===== config.mk =====
export PLATFORM = sky130hd
export DESIGN_NAME = uart_rx_fifo
export DESIGN_NICKNAME = d
export VERILOG_FILES = /design/src/rtl/uart_rx_fifo.sv
export SDC_FILE = /design/constraint.sdc
export NUM_CORES = 1
export LEC_CHECK = 0
export ABC_CLOCK_PERIOD_IN_PS = 2300
export BUFFER_PORTS_ARGS = -buffer_cell sky130_fd_sc_hd__buf_2
export CORE_ASPECT_RATIO = 1.1
export CORE_MARGIN = 2
export CORE_UTILIZATION = 24
export DETAILED_ROUTE_END_ITERATION = 16
export GPL_TIMING_DRIVEN = 0
export SETUP_SLACK_MARGIN = 0.3
export SLEW_MARGIN = 30
export SYNTH_ARGS = -nofsm -noshare
export SYNTH_HDL_FRONTEND = slang
export SYNTH_SLANG_ARGS = --single-unit

===== constraint.sdc =====
create_clock -name i_clk -period 2.3 [get_ports i_clk]
set_clock_uncertainty 0.1 [all_clocks]
set_input_delay 0.46 -clock i_clk [delete_from_list [all_inputs] [get_ports i_clk]]
set_output_delay 0.46 -clock i_clk [all_outputs]
set_load 0.02 [all_outputs]

===== src/rtl/uart_rx_fifo.sv =====
// uart_rx_fifo: receive-side byte buffer between a UART receiver and a
// slower consumer. Bytes offered on the receiver's one-cycle valid strobe are
// stored in a DEPTH-entry synchronous FIFO and drained with a show-ahead
// valid/ready handshake.
//
// Ports:
//   i_clk, i_rst       clock, synchronous active-high reset
//   i_wr_data/valid    byte and strobe from the receiver
//   o_rd_data/valid    head byte (0 while empty) and non-empty flag
//   i_rd_ready         consumer accepts head byte (pop = valid & ready)
//   o_level            stored byte count 0..DEPTH
//   o_empty/full       level == 0 / level == DEPTH
//   o_thresh           level >= THRESH
//   o_overrun          sticky: a byte was dropped while full
//   i_clr_overrun      one-cycle clear of o_overrun (a same-cycle drop wins)
//   o_drop_count       only with UART_RX_FIFO_DROP_CNT_EN defined: saturating
//                      count of dropped bytes, also cleared by i_clr_overrun
module uart_rx_fifo #(
  parameter int DATA_W = 8,
  parameter int ADDR_W = 4,
  parameter int THRESH = 8
) (
  input  logic              i_clk,
  input  logic              i_rst,
  input  logic [DATA_W-1:0] i_wr_data,
  input  logic              i_wr_valid,
  output logic [DATA_W-1:0] o_rd_data,
  output logic              o_rd_valid,
  input  logic              i_rd_ready,
  output logic [ADDR_W:0]   o_level,
  output logic              o_empty,
  output logic              o_full,
  output logic              o_thresh,
  output logic              o_overrun,
`ifdef UART_RX_FIFO_DROP_CNT_EN
  output logic [7:0]        o_drop_count,
`endif
  input  logic              i_clr_overrun
);

  localparam int DEPTH = 1 << ADDR_W;
  localparam logic [ADDR_W:0] DEPTH_L  = (ADDR_W + 1)'(DEPTH);
  localparam logic [ADDR_W:0] THRESH_L = (ADDR_W + 1)'(THRESH);
  localparam logic [ADDR_W:0] ONE_L    = (ADDR_W + 1)'(1);

  logic [DATA_W-1:0] mem [DEPTH];
  logic [ADDR_W-1:0] wr_ptr;
  logic [ADDR_W-1:0] rd_ptr;
  logic [ADDR_W:0]   level;
  logic              overrun;
  logic              empty;
  logic              full;
  logic              push;
  logic              pop;
  logic              drop;

  // Status decode and handshake qualification from the level register.
  always_comb begin
    empty = (level == '0);
    full  = (level == DEPTH_L);
    pop   = !empty & i_rd_ready;
    // A pop in the same cycle frees a slot, so a full FIFO still accepts.
    push  = i_wr_valid & (!full | pop);
    drop  = i_wr_valid & full & !pop;
  end

  // Storage array; contents are deliberately not reset.
  always_ff @(posedge i_clk) begin
    if (push && !i_rst) begin
      mem[wr_ptr] <= i_wr_data;
    end
  end

  // Pointers and level counter; pointers wrap naturally at DEPTH.
  always_ff @(posedge i_clk) begin
    if (i_rst) begin
      wr_ptr <= '0;
      rd_ptr <= '0;
      level  <= '0;
    end else begin
      if (push) begin
        wr_ptr <= wr_ptr + 1'b1;
      end
      if (pop) begin
        rd_ptr <= rd_ptr + 1'b1;
      end
      case ({push, pop})
        2'b10:   level <= level + ONE_L;
        2'b01:   level <= level - ONE_L;
        default: level <= level;
      endcase
    end
  end

  // Sticky overrun flag; a drop in the clearing cycle keeps it set.
  always_ff @(posedge i_clk) begin
    if (i_rst) begin
      overrun <= 1'b0;
    end else if (drop) begin
      overrun <= 1'b1;
    end else if (i_clr_overrun) begin
      overrun <= 1'b0;
    end
  end

`ifdef UART_RX_FIFO_DROP_CNT_EN
  logic [7:0] drop_count;

  // Saturating dropped-byte counter; drop together with clear yields 1.
  always_ff @(posedge i_clk) begin
    if (i_rst) begin
      drop_count <= 8'd0;
    end else if (drop) begin
      if (i_clr_overrun) begin
        drop_count <= 8'd1;
      end else if (drop_count != 8'hFF) begin
        drop_count <= drop_count + 8'd1;
      end
    end else if (i_clr_overrun) begin
      drop_count <= 8'd0;
    end
  end

  assign o_drop_count = drop_count;
`endif

  // Show-ahead head byte, forced to zero while empty.
  always_comb begin
    if (empty) begin
      o_rd_data = '0;
    end else begin
      o_rd_data = mem[rd_ptr];
    end
  end

  assign o_rd_valid = !empty;
  assign o_level    = level;
  assign o_empty    = empty;
  assign o_full     = full;
  assign o_thresh   = (level >= THRESH_L);
  assign o_overrun  = overrun;

endmodule


==> results.env <==
PLACEMENT.IO_BUFFERS=30
SETUP_VIOL_COUNT_FINAL=60
POST_SYNTH.CELL_AREA_AVG_SQ_UM=18.9
WORSTSKEWPAIRLATENCY_PS=420
SYNTH_ADDER_AREA_SHARE_PCT=1.50
DP.FINAL_HPWL_MICRONS=8110
NETLIST-CELL-TYPE-COUNT=34
DIE_AREA_SQ_UM=25600
SYN_INST=308
CHIPHEIGHT_MICRONS=167
WL_MICRONS=12800
YS_ASYNC_SR_FRACTION_PCT=0
PORTION_OF_SYNTHESIZED_CELL_AREA_OCCUPIED_BY_THE_LEADING_CELL_TYPE_PCT=65.9
YOSYS_WARNINGS=0
POST_SYNTH_EDFFS=128
NUM_VIAS=2987
STARTPOINT_TYPE='register'
DETAIL_ROUTE.DRC_VIOLATIONS=0
TIMING.CRITICAL_PATH.TO_TYPE='output pin'
GLOBAL_ROUTE.OVERFLOW_TOTAL=0
SYNTH_XOR_XNOR_AREA_SHARE_PCT=1.50
MAX_STAGE_DELAY_PS=560
GRT_MAX_DEGREE=17
INITIALDRTVIOLATIONCOUNT=181
HP-CLASS='in2reg'
NUMCTSBUFFERS=17
FLOORPLAN.CORE_AREA_SQ_UM=23800
DRT-PASS1-ITER-COUNT=4
IOPINCOUNT=31
PLACEMENTROWS=59
CRITICAL_PATH.MAX_FANOUT=7
FAILING_CHECKS='setup timing'
ROUTABILITYCONGESTION=0.795
SYNTH_TOP_FAMILY_BY_AREA='multiplexers'
TIMING.CRITICAL_PATH.CELLS='clkbuf_16, buf_12, mux4_2, mux4_2, nor2b_4, buf_6'
FINALNETCOUNT=399
FINALCRITICALPERIOD_PS=2960
SYN_AREA_SQ_UM=5830
HOLD-WORST-SLACK_PS=227
TIMING.SLEW.HEADROOM_PCT=58.0
YS.FLOP_TYPE='sky130_fd_sc_hd__edfxtp_1'
TOTALPOWERFINAL_mW=8.85
POWER_LEAKAGE_nW=2.46
YS_TOP_CELLS_BY_AREA='sky130_fd_sc_hd__edfxtp_1, sky130_fd_sc_hd__mux4_2, sky130_fd_sc_hd__dfxtp_1, sky130_fd_sc_hd__nor2_1, sky130_fd_sc_hd__ha_1'
VDD.IR_DROP.WORST_mV=1.30
CTS_MAX_LEVEL=4
GRT_PASS1_WL_MICRONS=18800
YOSYS.AREA.TOP_TYPE='sky130_fd_sc_hd__edfxtp_1'
GLOBALROUTETOTALUTIL_PCT=10.1
VIA_COUNT_OF_THE_FIRST_GLOBAL_ROUTING_PASS=3067
SYNTH.FF_LATCH_COUNT=146
ANTENNA_CELLS=0
CLK_PIN_SLEW_WORST_PATHS_PS=60
CRIT_PATH_SETUP_SLACK_LAYOUT_PS=-665
MIN_PERIOD_OVER_PERIOD_PCT=129
TIMING.MAX_CAP.VIOLATIONS=0
CHIPWIDTH_MICRONS=153
NUMBER_OF_BUFFERS_ON_THE_LONGEST_CLOCK_PATH=2
CP_DATA_ARRIVAL_TIME_PS=2400
FLOORPLAN.INITIALDENSITY_PCT=24.5
SYNTH_COMPOUND_GATE_AREA_SHARE_PCT=2.34
SLEW_VIOL_FINAL=0
SYNTHSIMPLEGATEAREAFRAC_PCT=5.19
ROUTE.ANTENNA.REMAINING_NETS=0
YOSYSSEQAREASHARE_PCT=72.1
SYNTH.NET_COUNT=328
CRITPATHREQUIREDTIME_PS=1740
FILLER_CELL_COUNT=2280
HOLD_FIX_BUFFER_COUNT_AFTER_CTS=0
TIMING.FMAX_GHz=0.337
HOLD_VIOLATIONS=0
CPMAXSTAGEDELAYCELL='sky130_fd_sc_hd__mux4_2'
TRITONCTS_NUM_SINKS=146
DRIVE_GT1_SHARE_PCT=47.4
AVGVIACOUNTPERCELL=4.29
AREAGROWTHSYNTHTOFINISH_PCT=32.1
MUXSHAREOFSYNTHAREA_PCT=15.8
ROUTED_WIRE_LENGTH_PER_INSTANCE_MICRONS=18.4
CRITICALPATHCATEGORY='reg2out'
POWER.DENSITY_CELL_AREA_nW_PER_UM2=1150
CRITICAL_PATH.MOST_COMMON_CELL='sky130_fd_sc_hd__mux4_2'
GRT_ANTENNA_BEFORE_REPAIR=0
TIMING_WORST_SLEW_PIN_VALUE_PS=630
ROOT_BUFFER='sky130_fd_sc_hd__clkbuf_16'
GRT_SETUP_UNREPAIRED='true'
OUTCOME='finished with violations'
CTS_TREE='yes'
## path summary, 6_finish.rpt
check                 from            to  slack (ps)  depth (start not counted)
max               register  o_rd_data[2]        -660                          6
min          i_clr_overrun     o_overrun         230                          3
max reg2reg     o_level[0]    o_level[4]        -220                         10
min reg2reg      o_overrun     o_overrun         390                          2
## logic make-up after synthesis
family          count (synthesis)
buf+inv                        21
simple gates                   64
compound gates                 18
xor+xnor                       10
flops                         146
mux                            42
fa+ha+maj                       7
## state kept, by name (all words and copies together) (netlist names), named ones only
signal,count
mem,128
o_level,5
o_overrun,1
wr_ptr,4
rd_ptr,4
## cell usage after synthesis (4+ instances only)
master                     count
sky130_fd_sc_hd__xor2_1        4
sky130_fd_sc_hd__a21oi_1       6
sky130_fd_sc_hd__buf_2         4
sky130_fd_sc_hd__nor2b_1      10
sky130_fd_sc_hd__xnor2_1       6
sky130_fd_sc_hd__mux4_2       40
sky130_fd_sc_hd__nor2_1       34
sky130_fd_sc_hd__ha_1          7
sky130_fd_sc_hd__clkbuf_1      8
sky130_fd_sc_hd__nand2_1       9
sky130_fd_sc_hd__inv_1         7
sky130_fd_sc_hd__dfxtp_1      18
sky130_fd_sc_hd__edfxtp_1    128
## area by class of cell
cell class | instances | area, sq um | share of cell area (%)
Multi-Input combinational cell | 141 | 1860 | 24.2
Timing Repair Buffer | 52 | 474 | 6.16
Sequential cell | 146 | 4220 | 54.7
Clock buffer | 17 | 425 | 5.52
Inverter | 7 | 28.8 | 0.374
Tap cell | 305 | 382 | 4.95
Clock inverter | 15 | 154 | 2.00
Buffer | 14 | 164 | 2.13
## worst max-delay path, delay by kind of cell (launching register included)
kind                   cells  cell delay [ps]
buffers and inverters      3              430
AND/OR/NAND/NOR            1              150
flip-flops                 1              330
multiplexers               2             1070
## repair_timing
item                                    in CTS  in global routing
buffers inserted                             9                  9
gates resized for setup                     62                 25
endpoints found under the hold margin        0                  0
cloned                                       2                  2
endpoints found under the setup margin     145                150
pin swaps                                   21                 10
## stage by stage
step           cell area, sq um  setup WS, ps  util (%)  TNS (ps)  cells
2_1_floorplan              5960          -189         -     -1170    308
3_3_place_gp               6490          -589      27.3     -5470    643
3_5_place_dp               6490          -610      27.3     -6710    643
4_1_cts                    7480          -698      31.5     -6060    686
5_1_grt                    7700          -718      32.4    -13340    697
6_report                   7700          -665      32.4     -6860    697
## placed cells by master, fill, tap and decap left out, types with 6 or more instances in the layout
| cell | n |
|---|---|
| sky130_fd_sc_hd__buf_2 | 25 |
| sky130_fd_sc_hd__nor2_1 | 15 |
| sky130_fd_sc_hd__edfxtp_1 | 128 |
| sky130_fd_sc_hd__clkbuf_16 | 21 |
| sky130_fd_sc_hd__inv_1 | 6 |
| sky130_fd_sc_hd__buf_4 | 9 |
| sky130_fd_sc_hd__mux4_2 | 40 |
| sky130_fd_sc_hd__nor2b_1 | 7 |
| sky130_fd_sc_hd__dfxtp_1 | 13 |
| sky130_fd_sc_hd__nor2_4 | 18 |
| sky130_fd_sc_hd__buf_6 | 14 |
## power by group
group          switching (mW)  internal, mW
combinational            1.49          1.64
sequential             0.0824          2.98
clock                    1.14          1.52
total                    2.71          6.14
## layer usage
layer | track usage (%) | share of wire (%)
met5 | 0 | 0
met4 | 3.14 | 1.2
met3 | 3.05 | 6.4
met1 | 13.3 | 43
met2 | 16.1 | 49
No activity file was read; power rests on OpenSTA's default activity.
